--- src/rtl/serial_demux_pkg.sv ---
// -----------------------------------------------------------------------------
// serial_demux_pkg
// Shared definitions for the serial port-demultiplexer controller:
//   - default header field widths
//   - controller state encoding
//   - onehot() helper used to build the per-port valid vector
// -----------------------------------------------------------------------------
package serial_demux_pkg;

  localparam int unsigned PORT_W_DEF = 2;
  localparam int unsigned LEN_W_DEF  = 4;

  // Widest valid vector onehot() can build (5-bit index).
  localparam int unsigned ONEHOT_MAX = 32;

  typedef enum logic [2:0] {
    ST_IDLE = 3'd0,
    ST_PORT = 3'd1,
    ST_LEN  = 3'd2,
    ST_DATA = 3'd3,
    ST_DONE = 3'd4
  } state_e;

  function automatic logic [ONEHOT_MAX-1:0] onehot(input logic [4:0] idx);
    logic [ONEHOT_MAX-1:0] v;
    v      = '0;
    v[idx] = 1'b1;
    return v;
  endfunction

endpackage

--- src/rtl/serial_demux_bitcnt.sv ---
// -----------------------------------------------------------------------------
// serial_demux_bitcnt
// Loadable down-counter with a zero flag. Shared by the header bit counting
// and the payload remaining-count. Decrement saturates at zero.
// Ports:
//   clk        system clock
//   rst        synchronous active-high reset (count -> 0)
//   step_i     advance enable; the count holds when low
//   load_i     load load_val_i (has priority over dec_i)
//   load_val_i value to load
//   dec_i      decrement request
//   zero_o     count is zero
// -----------------------------------------------------------------------------
module serial_demux_bitcnt #(
  parameter int unsigned W = 4
) (
  input  logic         clk,
  input  logic         rst,
  input  logic         step_i,
  input  logic         load_i,
  input  logic [W-1:0] load_val_i,
  input  logic         dec_i,
  output logic         zero_o
);

  logic [W-1:0] cnt_q;
  logic [W-1:0] cnt_d;

  always_comb begin
    cnt_d = cnt_q;
    if (load_i) begin
      cnt_d = load_val_i;
    end else if (dec_i && (cnt_q != '0)) begin
      cnt_d = cnt_q - W'(1);
    end
  end

  always_ff @(posedge clk) begin
    if (rst) begin
      cnt_q <= '0;
    end else if (step_i) begin
      cnt_q <= cnt_d;
    end
  end

  assign zero_o = (cnt_q == '0);

endmodule

--- src/rtl/serial_demux_ctrl.sv ---
// -----------------------------------------------------------------------------
// serial_demux_ctrl
// Sequencing controller for the serial port demultiplexer. Parses a frame
// (start bit, port number, payload length, payload bits; headers MSB first)
// off one serial line and routes each payload bit to the addressed port with
// a registered one-hot valid.
// Ports:
//   clk       system clock
//   rst       synchronous active-high reset
//   clk_en    bit-rate enable; the controller advances only when high
//   serin     serial line (idles at 1)
//   port_num  captured destination port (display-stable)
//   num_data  captured payload length (display-stable)
//   serout    registered copy of the current payload bit
//   p_valid   one-hot; bit k marks serout valid for port k (one clk wide)
//   busy      high in every state except IDLE
//   done      one-clk pulse at end of frame
//
// state | meaning
// ------+---------------------------------------------------------------
// IDLE  | waiting for a start bit (serin=0)
// PORT  | shifting in the port number
// LEN   | shifting in the payload length
// DATA  | forwarding payload bits to the addressed port
// DONE  | stop slot; pulses done and returns to IDLE
// -----------------------------------------------------------------------------
module serial_demux_ctrl
  import serial_demux_pkg::*;
#(
  parameter  int unsigned PORT_W    = PORT_W_DEF,
  parameter  int unsigned LEN_W     = LEN_W_DEF,
  localparam int unsigned NUM_PORTS = 2 ** PORT_W
) (
  input  logic                 clk,
  input  logic                 rst,
  input  logic                 clk_en,
  input  logic                 serin,
  output logic [PORT_W-1:0]    port_num,
  output logic [LEN_W-1:0]     num_data,
  output logic                 serout,
  output logic [NUM_PORTS-1:0] p_valid,
  output logic                 busy,
  output logic                 done
);

  // One counter covers both header bit counts and the payload count.
  localparam int unsigned CNT_W = (LEN_W > PORT_W) ? LEN_W : PORT_W;

  state_e               state_q;
  logic [PORT_W-1:0]    port_q;
  logic [PORT_W-1:0]    port_d;
  logic [LEN_W-1:0]     len_q;
  logic [LEN_W-1:0]     len_d;
  logic                 serout_q;
  logic [NUM_PORTS-1:0] p_valid_q;
  logic                 done_q;

  logic                 cnt_load;
  logic                 cnt_dec;
  logic [CNT_W-1:0]     cnt_val;
  logic                 cnt_zero;

  // Header shift values, and the counter control for this step.
  always_comb begin
    port_d   = (port_q << 1) | PORT_W'(serin);
    len_d    = (len_q << 1) | LEN_W'(serin);
    cnt_load = 1'b0;
    cnt_dec  = 1'b0;
    cnt_val  = '0;
    case (state_q)
      ST_IDLE: begin
        if (!serin) begin
          cnt_load = 1'b1;
          cnt_val  = CNT_W'(PORT_W - 1);
        end
      end
      ST_PORT: begin
        if (cnt_zero) begin
          cnt_load = 1'b1;
          cnt_val  = CNT_W'(LEN_W - 1);
        end else begin
          cnt_dec = 1'b1;
        end
      end
      ST_LEN: begin
        if (cnt_zero) begin
          // Zero-length frames skip DATA; the counter is already at 0.
          if (len_d != '0) begin
            cnt_load = 1'b1;
            cnt_val  = CNT_W'(len_d) - CNT_W'(1);
          end
        end else begin
          cnt_dec = 1'b1;
        end
      end
      ST_DATA: begin
        cnt_dec = 1'b1;
      end
      default: ;
    endcase
  end

  serial_demux_bitcnt #(
    .W (CNT_W)
  ) u_bitcnt (
    .clk        (clk),
    .rst        (rst),
    .step_i     (clk_en),
    .load_i     (cnt_load),
    .load_val_i (cnt_val),
    .dec_i      (cnt_dec),
    .zero_o     (cnt_zero)
  );

  always_ff @(posedge clk) begin
    if (rst) begin
      state_q   <= ST_IDLE;
      port_q    <= '0;
      len_q     <= '0;
      serout_q  <= 1'b0;
      p_valid_q <= '0;
      done_q    <= 1'b0;
    end else if (!clk_en) begin
      // Pulses last exactly one clk even when steps are sparse.
      p_valid_q <= '0;
      done_q    <= 1'b0;
    end else begin
      p_valid_q <= '0;
      done_q    <= 1'b0;
      case (state_q)
        ST_IDLE: begin
          if (!serin) begin
            state_q <= ST_PORT;
            port_q  <= '0;
            len_q   <= '0;
          end
        end
        ST_PORT: begin
          port_q <= port_d;
          if (cnt_zero) begin
            state_q <= ST_LEN;
          end
        end
        ST_LEN: begin
          len_q <= len_d;
          if (cnt_zero) begin
            state_q <= (len_d == '0) ? ST_DONE : ST_DATA;
          end
        end
        ST_DATA: begin
          serout_q  <= serin;
          p_valid_q <= NUM_PORTS'(onehot(5'(port_q)));
          if (cnt_zero) begin
            state_q <= ST_DONE;
          end
        end
        ST_DONE: begin
          // Line value here is the stop slot and is ignored.
          done_q  <= 1'b1;
          state_q <= ST_IDLE;
        end
        default: state_q <= ST_IDLE;
      endcase
    end
  end

  assign port_num = port_q;
  assign num_data = len_q;
  assign serout   = serout_q;
  assign p_valid  = p_valid_q;
  assign done     = done_q;
  assign busy     = (state_q != ST_IDLE);

endmodule

--- config.mk ---
export PLATFORM = sky130hd
export DESIGN_NAME = serial_demux_ctrl
export DESIGN_NICKNAME = d
export VERILOG_FILES = /design/src/rtl/serial_demux_pkg.sv /design/src/rtl/serial_demux_bitcnt.sv /design/src/rtl/serial_demux_ctrl.sv
export SDC_FILE = /design/constraint.sdc
export NUM_CORES = 1
export LEC_CHECK = 0
export BUFFER_PORTS_ARGS = -buffer_cell sky130_fd_sc_hd__buf_2
export CAP_MARGIN = 20
export CORE_MARGIN = 3
export CORE_UTILIZATION = 38
export DETAILED_ROUTE_END_ITERATION = 16
export PLACE_DENSITY = 0.56
export SYNTH_ARGS = -nofsm -noshare
export SYNTH_HDL_FRONTEND = slang
export SYNTH_SLANG_ARGS = --single-unit
--- constraint.sdc ---
create_clock -name clk -period 2.4 [get_ports clk]
set_input_delay 0.12 -clock clk [delete_from_list [all_inputs] [get_ports clk]]
set_output_delay 0.12 -clock clk [all_outputs]
set_load 0.1 [all_outputs]
## Word level (Yosys, flattened, before mapping)

Index checks and enable logic that the tools add are counted.

- Logic and storage cells: 69
- Bits of input ports: 4
- Register bits: 19
- Output and inout port bits: 13

- Reductions and logical operators: 19
- Multiplexer cells: 27
- Add/sub/neg operators: 2
- Bitwise logic cells: 4
- Order comparisons: 2
- Equal/unequal tests: 8

Operator list:

| cell | number |
|---|---|
| $mux 4 | 5 |
| $mux 3 | 5 |
| $pmux 3 s4 | 1 |
| $pmux 4 s3 | 1 |
| $logic_not 4->1 | 2 |
| $mux 1 | 8 |
| $ne 2x2->1 const B | 4 |
| $pmux 4 s2 | 1 |
| $reduce_bool 4->1 | 2 |
| $sub 4x1->4 const B | 2 |
| $eq 3x2->1 const B | 2 |
| $lt 2x6->1 const B | 1 |
| $reduce_and 3->1 | 2 |
| $reduce_bool 2->1 | 3 |
| $reduce_and 5->1 | 1 |
| $mux 2 | 2 |
| $or 4x1->4 | 1 |
| $pmux 2 s2 | 1 |
| $reduce_and 2->1 | 2 |
| $reduce_or 2->1 | 2 |
| $eq 3x1->1 const B | 1 |
| $eq 3x3->1 const B | 1 |
| $logic_not 3->1 | 1 |
| $pmux 1 s3 | 1 |
| other kinds (8) | 10 |

## Longest topological paths before layout

- Depth after elaboration: 7
- Depth in mapped cells: 8
- Gate-level depth less buffers: 7

## Modules after synthesis

Synthesis repeated with hierarchy kept, for this count alone.

- Cells, all modules: 139
- Area total of the unflattened synthesis: 1,124.8 sq um

Modules (own cells, without submodules):

| module | instances | cells an instance | sequential area each (sq um) | area an instance (sq um) |
|---|---|---|---|---|
| serial_demux_ctrl | 1 | 103 | 300.3 | 863.3 |
| serial_demux_bitcnt | 1 | 36 | 80.1 | 261.5 |

## Worst setup path before layout

Ideal clock, no wire load.

- Path type: register to register
- Start: register len_q[0] (netlist: num_data[0])
- End: register u_bitcnt.cnt_q[2]
- Path buffers: 0
- Required time: 2.329 ns
- Cell stages (with the launch flop): 8
- Setup time: 0.071 ns
- Slack: -0.209 ns
- Period minus slack after synthesis: 2.609 ns
- Arrival time: 2.538 ns
- Cell sequence: dfxtp_1 inv_1 ha_1 nor3b_1 nor4_4 o31ai_2 or4b_1 a21oi_1

- Cells in the longest elaborated chain, start to end: 7
- Elaborated cells on any way between the ends: 12
- Those cells by class: add/sub (1); mux (7); bitwise (1); reduce/logical (3)

RTL lines:

| item | line | text |
|---|---|---|
| start: declaration | serial_demux_ctrl.sv:52 | `logic [LEN_W-1:0] len_q;` |
| start signal: assignment | serial_demux_ctrl.sv:145 | `len_q <= len_d;` |
| $or 4x1->4 (*) | serial_demux_ctrl.sv:66 | `len_d = (len_q << 1) \| LEN_W'(serin);` |
| parallel branches: the longest is 6 deep, another holds $sub 4x1->4 | n/a |  |
| end signal: assignment | serial_demux_bitcnt.sv:42 | `cnt_q <= cnt_d;` |
| end: declaration | serial_demux_bitcnt.sv:26 | `logic [W-1:0] cnt_q;` |

Every way passes the cells marked *.
A chain may end at the register's enable or synchronous reset.

## Final worst setup path

- Start: register u_bitcnt.cnt_q[0]
- End: register u_bitcnt.cnt_q[2]

- Cells in the longest elaborated chain, start to end: 6
- Elaborated cells on any way between the ends: 15
- Those cells by class: add/sub (1); mux (9); reduce/logical (5)

RTL lines:

| item | line | text |
|---|---|---|
| $logic_not 4->1 | serial_demux_bitcnt.sv:46 | `assign zero_o = (cnt_q == '0);` |
| $mux 1 | serial_demux_ctrl.sv:78, serial_demux_ctrl.sv:86 |  |
| $pmux 1 s2 | serial_demux_ctrl.sv:70 | `case (state_q)` |
| $logic_and 1x1->1 | serial_demux_bitcnt.sv:33 | `end else if (dec_i && (cnt_q != '0)) begin` |
| $reduce_bool 2->1 (no source line) | n/a |  |
| $reduce_and 2->1 (no source line) | n/a |  |

Several ways; a longest one is shown, not always the timed one. The select of a mux whose other input is x is not followed.

==> run summary <==
The run finished with clean final reports. Launching element type of the critical path: a register. Buffers added to address setup during post-CTS repair amount to 0. The worst-case IR drop observed on VDD is 0.000385 V. The number of antenna violations at the first check in global routing was 0; the full die area was 0.00317 mm². At the worst endpoint, the required time is 2.64 ns.

The die width is 56.3 µm, and the global-route wire length before repair is 3.42 mm. Largest fanout on the critical path: 5. After clock tree synthesis, the flow added hold-fix buffers numbering 0.

In this run the vertical extent of the chip is 56.3 µm. Synthesis inferred 19 register bits. In the final timing run, aggregate negative setup slack is 0 ns. Summed over all cells, the static leakage comes to 0.460 nW.

The multi-input combinational cells in the finished layout cover a total of 542 µm². The tightest min-delay check is of the in -> reg type. The total congestion overflow after global routing is 0, and the average cell area after synthesis is 8.66 µm². The number of fillers in the final layout was 248; the clock period minus worst slack was 2.15 ns. Across the whole layout, storage elements account for 382 µm². The power density of the placed cells is 653 mW/mm², and the instance count of the mapped netlist is 111. The core region is 0.00230 mm². The clock drives 19 sinks.

In the routed layout, each cell is associated on average with a via count of 5.35. After clock tree synthesis, the clock-pin slew on the worst setup and hold paths is 0.11 ns. The analysis attributes to net switching a power of 0.256 mW.

Cells with a size suffix above 1 make up 23.8% of the layout. Setup repair after global routing left no endpoint under its margin. Of the total power, the share spent switching nets is 35.2%. In this run the remaining antenna-violating nets after routing total 0.

Including well taps, the total number of placed cells is 154. The count of max-cap constraint violations was 0. In this run the tool buffered the top-level ports with 16 buffer cells.

No sink is reached through more buffers than the 2 on the longest clock path. Number of global-route vias before repair: 736. The run gives 0 as the count of cells resized by post-cts repair. Entering global routing, the biggest net connects 20 pins. The synthesized netlist occupies a cell area of 961 µm². Worst-margin pin slew: 0.505 ns. The critical path goes through inv_1 > ha_1 > or3b_4 > nor4_4 > o31ai_2 > or4b_1 > a21oi_1. Maximum level of the CTS H-tree: 1. The number of DRC markers in iteration 0 was 20; the placed wire-length estimate after detailed placement was 1.54 mm. The worst setup path is of the reg -> reg kind. Setup violations remaining at the end of the flow were counted as 0. Counting the buffers created by CTS gives 3.

The final weighted congestion in routability-driven placement was 0.787. For the final core utilization, the log shows 48.4%. The run gives 0 as the number of hold violations in the final report. In this design, the stage delay of the slowest critical-path cell is 0.48 ns. The internal portion of the total power is 0.470 mW.

The total via count in the routed design is 845, and the number of ports placed on the die boundary is 17. Counting every net in the synthesized netlist gives 117. From synthesis to final layout, the design area changed by 15.6%. The number of different library cells used by synthesis comes to 41. The logs give 17 for the number of placement rows and 0.25 ns for the slack of the worst reg-to-reg path.

The share of synthesized area occupied by flip-flops and latches was 39.6%. The upper clock frequency limit came out at 466 MHz. The relative contribution of sequential cells to total power is 47.8%, and the data arrival time of the critical path is 2.38 ns. Slowest cell on the critical path: sky130_fd_sc_hd__or4b_1.

Dividing the final minimum period by the clock period gives 89.4%. 0 antenna diodes ended up in the layout. The share of total power dissipated in combinational logic is 29.6%. After detailed routing, the number of remaining DRC violations is 0. The net count reported at finish is 137, and the relative slew slack is 66.2%.

The Yosys step of the flow raised 0 warnings. After detailed routing, the average wire length per cell comes to 13.0 µm. The worst setup path is captured at a register.

Of the total power, the clock network draws 22.6%. The run gives 13.4% as the overall global routing resource usage. The final hold slack came out at 0.108 ns. Before antenna repair, the detailed router went through 4 iterations. TritonCTS built the clock tree. The run gives 41.8% as the initial cell density of the core.

The final layout contains routed wiring with a total length of 2.06 mm. The tools report the root buffer cell as sky130_fd_sc_hd__clkbuf_4. The later pin in the worst-skew pair is clocked with a latency of 0.30 ns. The max-slew violation count was 0; the post-route non-filler standard cell count was 158. Clock skew on the completed layout was measured at 0.00173 ns.
-- power by group through the flow --
| stage | sequential, mW | clock (mW) | combinational, mW |
|---|---|---|---|
| after floorplan | 0.361 | 0 | 0.164 |
| after global placement | 0.354 | 0 | 0.213 |
| after detailed placement | 0.354 | 0 | 0.214 |
| after CTS | 0.347 | 0.171 | 0.215 |
| after global routing | 0.350 | 0.183 | 0.235 |
| final | 0.347 | 0.164 | 0.215 |
-- state kept, by name (all words and copies together), names as in the netlist --
signal          cells
num_data            4
p_valid             4
u_bitcnt.cnt_q      4
state_q             3
port_num            2
done                1
serout              1
-- logic make-up after synthesis --
logic type / Yosys count / share of synthesized area (%)
buffers and inverters: 10 / 4.04
flip-flops: 19 / 39.6
AO/OA/AOI/OAI: 28 / 20.4
multiplexers: 2 / 2.08
AND/OR/NAND/NOR: 48 / 29.4
adder cells (fa/ha/maj): 2 / 2.60
XOR/XNOR: 2 / 1.82
-- cell type report --
type	instances	area share, %
clock buffers	3	2.03
multi-input cells	82	48.8
inverters	6	2.03
well taps	28	3.15
repair buffers	19	9.23
flip-flops and latches	19	34.3
clock inverters	1	0.450
-- cells in the mapped netlist (all sizes together) --
cell    instances  area (µm²)
o22ai           1        12.5
a32oi           1        8.76
or3b            2        20.0
or3             1        6.26
o21ai           5        25.0
inv             6        22.5
a21oi           5        25.0
nor3            7        35.0
o21a            1        7.51
and3            1        6.26
o31ai           3        27.5
clkbuf          3        11.3
nand2b          2        12.5
nor4b           1        8.76
mux2i           2        20.0
or4b            1        10.0
buf             1        5.00
and3b           1        8.76
a21o            3        22.5
a22oi           4        30.0
nand2           4        15.0
nor2b           4        25.0
nor4            3        33.8
xor2            1        8.76
or2             1        6.26
nor2           12        47.6
ha              2        25.0
xnor2           1        8.76
a211oi          3        22.5
nand3           5        25.0
dfxtp          19         380
nor3b           2        15.0
o211ai          1        7.51
o21bai          1        7.51
or4             1        7.51
-- per-layer routing --
metal  global-route usage [%]  up-vias  wire, µm  share of wire (%)
met5                        0        -         0                  0
li1                         -      445         -                  -
met1                     20.1      381      1110                 54
met4                     3.05        0        14               0.68
met2                     18.4       17       842                 41
met3                     4.37        2        94                4.6
-- worst paths after layout --
path                      from  cells after the start           endpoint
max          u_bitcnt.cnt_q[0]                      7  u_bitcnt.cnt_q[2]
min                     clk_en                      3               done
max reg2reg  u_bitcnt.cnt_q[0]                      7  u_bitcnt.cnt_q[2]
min reg2reg        port_num[1]                      1         p_valid[1]
-- critical path: cells and delay by family, from the launching register on --
kind	cells	cell delay [ns]
and+or+nand+nor	3	1.19
DFF	1	0.35
adders and majority gates	1	0.19
buffers and inverters	1	0.08
AOI/OAI and AO/OA	2	0.28
-- metrics by stage --
stage / setup WS, ns / total power [mW] / cell area, µm²
2_1_floorplan: 0.00929 / 0.525 / 962
3_3_place_gp: 0.372 / 0.567 / 1080
3_5_place_dp: 0.298 / 0.568 / 1080
4_1_cts: 0.249 / 0.733 / 1110
5_1_grt: 0.118 / 0.768 / 1110
6_report: 0.253 / 0.726 / 1110
-- cells in the final DEF (no fill, tap or decap), types with 2 or more instances in the layout --
cell / instances
sky130_fd_sc_hd__dfxtp_1: 18
sky130_fd_sc_hd__buf_2: 16
sky130_fd_sc_hd__nor2_1: 11
sky130_fd_sc_hd__nor3_1: 7
sky130_fd_sc_hd__nand3_1: 5
sky130_fd_sc_hd__a21oi_1: 5
sky130_fd_sc_hd__inv_1: 4
sky130_fd_sc_hd__nor2b_1: 4
sky130_fd_sc_hd__a22oi_1: 4
sky130_fd_sc_hd__nand2_1: 4
sky130_fd_sc_hd__a21o_1: 3
sky130_fd_sc_hd__o21ai_0: 3
sky130_fd_sc_hd__a211oi_1: 3
sky130_fd_sc_hd__clkbuf_4: 3
sky130_fd_sc_hd__buf_4: 3
sky130_fd_sc_hd__inv_2: 2
sky130_fd_sc_hd__nand2b_1: 2
sky130_fd_sc_hd__nor3b_1: 2
sky130_fd_sc_hd__mux2i_1: 2
sky130_fd_sc_hd__o21ai_1: 2
sky130_fd_sc_hd__o31ai_1: 2
sky130_fd_sc_hd__nor4_1: 2
sky130_fd_sc_hd__ha_1: 2
(Power assumes the default switching activity.)
